===== src/rtl/bus_sentinel_ctrl.sv =====
// bus_sentinel_ctrl: masked-signature bus monitor with a sticky alarm and a serial hit dump.
// Define HIT_COUNTER_EN to add the saturating hit_cnt output.
module bus_sentinel_ctrl #(
    parameter int NSIG = 4,
    parameter int DW   = 64,
    parameter int IW   = 2
) (
    input  logic          clk,
    input  logic          rst_all,
    input  logic [DW-1:0] data,
    input  logic          data_vld,
    input  logic          cfg_we,
    input  logic [IW-1:0] cfg_idx,
    input  logic [DW-1:0] cfg_sig,
    input  logic [DW-1:0] cfg_mask,
    input  logic          cfg_en,
    input  logic          arm,
    input  logic          disarm,
    output logic          alarm,
    output logic [IW-1:0] hit_idx,
    output logic          log_out,
    output logic          log_vld,
    input  logic          log_rdy,
    output logic          busy
`ifdef HIT_COUNTER_EN
    ,
    output logic [15:0]   hit_cnt
`endif
);

    localparam logic [1:0] S_IDLE  = 2'd0;
    localparam logic [1:0] S_ARMED = 2'd1;
    localparam logic [1:0] S_DUMP  = 2'd2;

    localparam int SW = DW + IW;
    localparam int BW = $clog2(SW);
    localparam logic [BW-1:0] LAST_BEAT = BW'(SW - 1);

    logic [1:0]      state_q, state_d;
    logic [DW-1:0]   sig_q  [NSIG];
    logic [DW-1:0]   sig_d  [NSIG];
    logic [DW-1:0]   mask_q [NSIG];
    logic [DW-1:0]   mask_d [NSIG];
    logic [NSIG-1:0] en_q, en_d;
    logic            alarm_q, alarm_d;
    logic [IW-1:0]   hit_idx_q, hit_idx_d;
    logic [SW-1:0]   shift_q, shift_d;
    logic [BW-1:0]   beat_q, beat_d;
    logic            log_vld_q, log_vld_d;
    logic            busy_q, busy_d;

    logic [NSIG-1:0] match;
    logic            hit_found;
    logic [IW-1:0]   hit_sel;

    // Descending scan so the lowest matching slot is the one left in hit_sel.
    always_comb begin
        match     = '0;
        hit_found = 1'b0;
        hit_sel   = '0;
        for (int i = 0; i < NSIG; i++) begin
            match[i] = en_q[i] & data_vld & ~|((data ^ sig_q[i]) & mask_q[i]);
        end
        for (int i = NSIG - 1; i >= 0; i--) begin
            if (match[i]) begin
                hit_found = 1'b1;
                hit_sel   = IW'(i);
            end
        end
    end

    always_comb begin
        state_d   = state_q;
        sig_d     = sig_q;
        mask_d    = mask_q;
        en_d      = en_q;
        alarm_d   = alarm_q;
        hit_idx_d = hit_idx_q;
        shift_d   = shift_q;
        beat_d    = beat_q;
        case (state_q)
            S_IDLE: begin
                if (cfg_we) begin
                    sig_d[cfg_idx]  = cfg_sig;
                    mask_d[cfg_idx] = cfg_mask;
                    en_d[cfg_idx]   = cfg_en;
                end
                if (arm && !disarm) begin
                    state_d = S_ARMED;
                end
            end
            S_ARMED: begin
                if (disarm) begin
                    state_d   = S_IDLE;
                    alarm_d   = 1'b0;
                    hit_idx_d = '0;
                end else if (hit_found) begin
                    state_d   = S_DUMP;
                    alarm_d   = 1'b1;
                    hit_idx_d = hit_sel;
                    shift_d   = {hit_sel, data};
                    beat_d    = '0;
                end
            end
            S_DUMP: begin
                if (disarm) begin
                    state_d   = S_IDLE;
                    alarm_d   = 1'b0;
                    hit_idx_d = '0;
                    shift_d   = '0;
                    beat_d    = '0;
                end else if (log_rdy) begin
                    shift_d = shift_q >> 1;
                    if (beat_q == LAST_BEAT) begin
                        state_d = S_ARMED;
                        beat_d  = '0;
                    end else begin
                        beat_d = beat_q + 1'b1;
                    end
                end
            end
            default: state_d = S_IDLE;
        endcase
        busy_d    = (state_d != S_IDLE);
        log_vld_d = (state_d == S_DUMP);
    end

    always_ff @(posedge clk) begin
        if (rst_all) begin
            state_q   <= S_IDLE;
            en_q      <= '0;
            alarm_q   <= 1'b0;
            hit_idx_q <= '0;
            shift_q   <= '0;
            beat_q    <= '0;
            log_vld_q <= 1'b0;
            busy_q    <= 1'b0;
            for (int i = 0; i < NSIG; i++) begin
                sig_q[i]  <= '0;
                mask_q[i] <= '0;
            end
        end else begin
            state_q   <= state_d;
            en_q      <= en_d;
            alarm_q   <= alarm_d;
            hit_idx_q <= hit_idx_d;
            shift_q   <= shift_d;
            beat_q    <= beat_d;
            log_vld_q <= log_vld_d;
            busy_q    <= busy_d;
            for (int i = 0; i < NSIG; i++) begin
                sig_q[i]  <= sig_d[i];
                mask_q[i] <= mask_d[i];
            end
        end
    end

    assign alarm   = alarm_q;
    assign hit_idx = hit_idx_q;
    assign log_out = shift_q[0];
    assign log_vld = log_vld_q;
    assign busy    = busy_q;

`ifdef HIT_COUNTER_EN
    // Counts every matching cycle while not idle, dump included; only rst_all clears it.
    logic [15:0] hit_cnt_q, hit_cnt_d;

    always_comb begin
        hit_cnt_d = hit_cnt_q;
        if (state_q != S_IDLE && |match && hit_cnt_q != 16'hFFFF) begin
            hit_cnt_d = hit_cnt_q + 16'd1;
        end
    end

    always_ff @(posedge clk) begin
        if (rst_all) begin
            hit_cnt_q <= '0;
        end else begin
            hit_cnt_q <= hit_cnt_d;
        end
    end

    assign hit_cnt = hit_cnt_q;
`endif

endmodule

===== config.mk =====
export PLATFORM = sky130hd
export DESIGN_NAME = bus_sentinel_ctrl
export DESIGN_NICKNAME = d
export VERILOG_FILES = /design/src/rtl/bus_sentinel_ctrl.sv
export SDC_FILE = /design/constraint.sdc
export NUM_CORES = 2
export LEC_CHECK = 0
export BUFFER_PORTS_ARGS = -buffer_cell sky130_fd_sc_hd__buf_2
export CORE_ASPECT_RATIO = 1.5
export CORE_UTILIZATION = 35
export CTS_BUF_LIST = sky130_fd_sc_hd__clkbuf_8
export DETAILED_ROUTE_END_ITERATION = 8
export SYNTH_ARGS = -nofsm -noshare
export SYNTH_HDL_FRONTEND = slang
export SYNTH_SLANG_ARGS = --single-unit

===== constraint.sdc =====
create_clock -name clk -period 2.72 [get_ports clk]
set_clock_uncertainty 0.1 [all_clocks]
set_input_delay 0.272 -clock clk [delete_from_list [all_inputs] [get_ports clk]]
set_output_delay 0.272 -clock clk [all_outputs]
set_load 0.01 [all_outputs]

# Yosys cells after proc, flatten, opt, wreduce, memory -nomap -nowiden
# Index checks and enable logic that the tools add are counted.
[word_totals] word_cells=106 output_inout_bits=6 register_bits=596
[op_classes] mux=41 bitwise_logic=17 n_reduce_logical=18 magnitude_cmp=4 n_eq_ne=9 addsub=1
[ops] cell="bitwise mux 256 bit" n=2
[ops] cell="2-to-1 mux 66 bit" n=4
[ops] cell="bitwise AND 64 bit" n=4
[ops] cell="OR reduction 64 bit" n=4
[ops] cell="bitwise XOR 64 bit" n=4
[ops] cell="one-hot mux 66 bit (2 select lines)" n=1
[ops] cell="demux 64 bit (select 2 bit)" n=1
[ops] cell="2-to-1 mux 64 bit" n=1
[ops] cell="2-to-1 mux 7 bit" n=5
[ops] cell="2-to-1 mux 2 bit" n=13
[ops] cell="one-hot mux 7 bit (2 select lines)" n=1
[ops] cell="bitwise AND 1 bit" n=8
[ops] cell="2-to-1 mux 1 bit" n=8
[ops] cell="adder 7 x 1 -> 7 bit (second input constant)" n=1
[ops] cell="== test 7 bit (second input constant)" n=1
[ops] cell="inequality test 2 bit (second input constant)" n=3
[ops] cell="inequality test 3 bit (second input constant)" n=2
[ops] cell="one-hot mux 2 bit (3 select lines)" n=1
[ops] cell="logical NOT 1 bit" n=5
[ops] cell="bitwise mux 4 bit" n=1
[ops] cell="== test 2 bit (second input constant)" n=2
[ops] cell="one-hot mux 2 bit (2 select lines)" n=1
[ops] cell="AND reduction 4 bit" n=1
[ops] cell="nonzero test 2 bit" n=2
[ops] cell="12 further kinds" n=14

# Depth between registers and ports, before layout
[logic_depth] ltp_word=13 ltp_mapped=13

# Worst setup path before layout
# OpenSTA, ideal clock, no wires.
[synth_timing] path_type="input to register" from="input data[6]" to="register shift_q[34]" path_buffers=4 t_arrival_ps=2072 slack_ps=402 cell_stages=12 path_cell_list="buf_2 -> xor2_1 -> a22oi_1 -> nand4_1 -> nor4_1 -> nand4_1 -> nand4_2 -> a21o_1 -> buf_4 -> buf_6 -> buf_2 -> a211oi_2"
[synth_between] elab_chain_len=11 elab_cells_between_ends=26
[synth_lines] element="start: declaration" line_no="10" rtl="input logic [DW-1:0] data,"
[synth_lines] element="bitwise XOR 64 bit" line_no="62" rtl="match[i] = en_q[i] & data_vld & ~|((data ^ sig_q[i]) & mask_q[i]);"
[synth_lines] element="bitwise AND 64 bit" line_no="62"
[synth_lines] element="OR reduction 64 bit" line_no="62"
[synth_lines] element="logical NOT 1 bit" line_no="62"
[synth_lines] element="bitwise AND 1 bit" line_no="62"
[synth_lines] element="2-to-1 mux 1 bit (3 in series)" line_no="65" rtl="if (match[i]) begin"
[synth_lines] element="2-to-1 mux 1 bit (*)" line_no="65"
[synth_lines] element="inequality test 2 bit (no source line) (*)"
[synth_lines] element="AND reduction 4 bit (no source line) (*)"
[synth_lines] element="end signal: assignment" line_no="147" rtl="shift_q <= shift_d;"
[synth_lines] element="end: declaration" line_no="47" rtl="logic [SW-1:0] shift_q, shift_d;"
# Mark *: on every way between the ends. The rest lies on a longest branch, timed or not.
# A chain may end at the register's enable or synchronous reset.

# Worst setup path in the final report
[layout_timing] from="input data[26]" to="register shift_q[35]"
# Same word-level chain as after synthesis.

==> results.py <==
metrics = {
    "run_status": {
        "status": "finished, violations left",
        "violations": "setup timing",
    },
    "power": {
        "swShare_pct": 28.3,
        "cellPowerDensity_nw_per_um2": 580,
        "combinationalPowerShare_pct": 12.7,
        "p_sw_mw": 5.39,
        "seq_power_share_pct": 48.0,
        "p_total_mw": 19.1,
        "leakagePower_nw": 12.6,
        "peakVddDrop_uv": 337,
        "internal_power_mw": 13.7,
        "clockPowerShare_pct": 39.3,
    },
    "clocking": {
        "clockBufferDepth": 3,
        "cts.htree.levels": 3,
        "cts_sinks": 596,
        "cts_tree": "yes",
        "cts_buffers": 91,
        "clkLatencyLatePin_ns": 0.74,
        "clkTransAtPathRegs_ns": 0.07,
        "cts_root_buffer": "clkbuf_8",
    },
    "routing": {
        "dr_total_vias": 24600,
        "drc": 0,
        "routedWlPerCell_um": 23.1,
        "drt_iter0_markers": 2320,
        "vias_per_cell": 5.33,
        "drt-total-wl_um": 107000,
        "drt-pass1-iter-count": 8,
        "ant_nets": 0,
    },
    "die": {
        "rows": 120,
        "boundaryPins": 208,
        "die_w_um": 222,
        "core_area_um2": 71500,
        "start_util_pct": 35.5,
        "chipHeight_um": 332,
        "die_area_um2": 73500,
    },
    "final_layout": {
        "fin_nets": 3830,
        "final_common_cell": "nand2_1",
        "layout.filler_cells": 7153,
        "fin_area_um2": 32900,
        "final_util_pct": 46.0,
        "multi_input_area_um2": 12600,
        "final-seq-area_um2": 11900,
        "final_cell_mix": "nand2_1 (1045), dfxtp_1 (593), a21oi_1 (584)",
        "drive_above_1_share_pct": 18.6,
        "syn_to_final_growth_pct": 29.6,
    },
    "sta": {
        "rsz0062_at_grt": "yes",
        "fin_crit_sh_pct": 106,
        "final_max_slew_viol_count": 0,
        "setup_violations": 52,
        "fin_ws_ns": -0.172,
        "min_period_ns": 2.89,
        "tightest_slew_ns": 0.628,
        "slew_headroom_pct": 58.0,
        "max_freq_ghz": 0.346,
        "hold_viol_final": 0,
        "setup_tns_ns": -3.45,
    },
    "critical_path": {
        "end_kind": "register",
        "startpoint_type": "input port",
        "cp_max_fo": 8,
        "critPathArrivalTime_ns": 3.41,
        "critPathKind": "in -> reg",
        "cp.required_ns": 3.24,
    },
    "logic_synthesis": {
        "syn-instance-count": 3205,
        "synth_fp_nets": 3409,
        "synth_area_per_cell_um2": 7.91,
        "netlist_top_cells_area": "dfxtp_1 (47%), nand2_1 (16%), a21oi_1 (12%)",
        "netlist_area_um2": 25300,
        "ys_warn_count": 0,
        "ys_ff_latch": 596,
        "ys_seq_area_share_pct": 47.1,
        "yosys.area.top_type": "dfxtp_1",
        "synthArstFlopShare_pct": 0,
        "ys_types": 41,
        "synthFlopType": "dfxtp_1",
        "yosysTopAreaCellShare_pct": 47.1,
        "synth_edf_count": 0,
    },
    "global_routing": {
        "track_usage_pct": 27.7,
        "overflow": 0,
        "antenna_found_initial": 9,
        "grt_pass1_vias": 23000,
        "grt_max_degree": 92,
        "grt_pass1_wl_um": 151000,
    },
    "place": {
        "gp_congestion": 0.953,
        "place_ws_ns": -0.301,
        "dp_hpwl_um": 75300,
        "place_area_um2": 28300,
        "port_buffers": 207,
    },
    "min_path": {
        "hold_path.class": "in -> reg",
    },
    "flow_run": {
        "maxCapViolations": 0,
    },
}
## critical path, cell delays in order
cell and delay (ns):
dlygate4sd3_1 0.53, buf_2 0.14, buf_4 0.16, xor2_1 0.48, a22oi_1 0.18, nand4_1 0.22, nor4_4 0.05, nand4_1 0.13
nand4_2 0.17, a21o_4 0.31, buf_12 0.15, clkbuf_16 0.17, buf_8 0.13, buf_4 0.12, a211oi_2 0.17
## worst paths after layout
| check | from | end | slack [ns] | depth (start not counted) |
|---|---|---|---|---|
| worst max-delay path | data[26] | shift_q[35]$_SDFFE_PP0P_ | -0.17 | 15 |
| worst min-delay path | data[20] | shift_q[20]$_SDFFE_PP0P_ | 0.04 | 4 |
| worst max register to register | sig_q[154]$_SDFFE_PP0P_ | shift_q[35]$_SDFFE_PP0P_ | -0.13 | 12 |
| worst min register to register | mask_q[207]$_SDFFE_PP0P_ | mask_q[207]$_SDFFE_PP0P_ | 0.35 | 2 |
## cell type report
| cell class | count | share of cell area, % |
|---|---|---|
| Multi-Input combinational cell | 2323 | 38.4 |
| Sequential cell | 596 | 36.3 |
| Timing Repair Buffer | 609 | 16.2 |
| Clock buffer | 111 | 4.65 |
| Tap cell | 915 | 3.48 |
| Clock inverter | 48 | 0.804 |
| Inverter | 5 | 0.0571 |
| Antenna cell | 6 | 0.0457 |
## synthesized netlist by cell type (2+ instances only)
master,count
o31ai_1,2
nor3_1,12
nand3_1,11
buf_2,58
a22o_1,7
buf_1,4
ha_1,2
a222oi_1,4
nor3b_1,64
a221oi_1,5
a31oi_1,7
inv_1,4
xor2_1,256
buf_6,13
nand2_1,1048
clkbuf_1,197
a2111oi_0,2
nor2_1,77
o21ai_0,5
a211oi_1,35
and3_1,7
a21o_1,2
nand4_1,30
and2_1,3
nor2b_1,2
nand2b_1,4
dfxtp_1,596
clkbuf_2,2
o311a_1,2
a22oi_1,109
a311oi_1,2
nor4_1,6
a21oi_1,584
buf_4,7
a211oi_2,30
## power groups by stage
stage               logic, mW  clock network [mW]  registers, mW
floorplan                1.01                   0           9.29
global placement         2.09                   0           9.32
detailed placement       2.09                   0           9.33
CTS                      2.33                7.58           9.14
global route             2.52                7.99           9.17
finish                   2.42                7.50           9.15
## per-stage QoR
step                      hold WS (ns)  cells
after global placement           0.341   4242
after global routing            0.0328   4613
after detailed placement         0.346   4242
after CTS                      0.00334   4580
final                           0.0405   4613
after floorplan                  0.308   3205
## kinds of logic (layout without fill, tap and decap cells)
| group | count (synthesis) | after routing | share of synthesized area (%) |
|---|---|---|---|
| other | 0 | 6 | 0 |
| adder cells (fa/ha/maj) | 2 | 2 | 0.0987 |
| multiplexers | 1 | 1 | 0.0444 |
| buffers and inverters | 286 | 773 | 5.02 |
| AO/OA/AOI/OAI | 797 | 797 | 18.5 |
| flip-flops | 596 | 596 | 47.1 |
| XOR/XNOR | 256 | 256 | 8.85 |
| AND/OR/NAND/NOR | 1267 | 1267 | 20.4 |
## state kept, by name, summed over array words and instances, names as in the netlist
register  flops
mask_q      256
sig_q       256
shift_q      66
beat_q        7
en_q          4
hit_idx       2
state_q       2
alarm         1
busy          1
log_vld       1
## per-layer routing
layer / vias to the layer above / routed length, um / track usage [%]
li1: 11500 / - / -
met1: 11800 / 41300 / 32.8
met4: 4 / 8020 / 18.9
met2: 984 / 51100 / 46.3
met5: - / 22 / 0
met3: 266 / 6220 / 3.81
## repair_timing
action,4_1_cts,5_1_grt
gates resized for setup,16,111
endpoints found under the setup margin,69,79
cloned,2,9
setup buffers,3,21
hold buffers,174,0
pin swaps,5,58
endpoints found under the hold margin,572,0
Note: power is estimated with default switching activity, not from simulation.
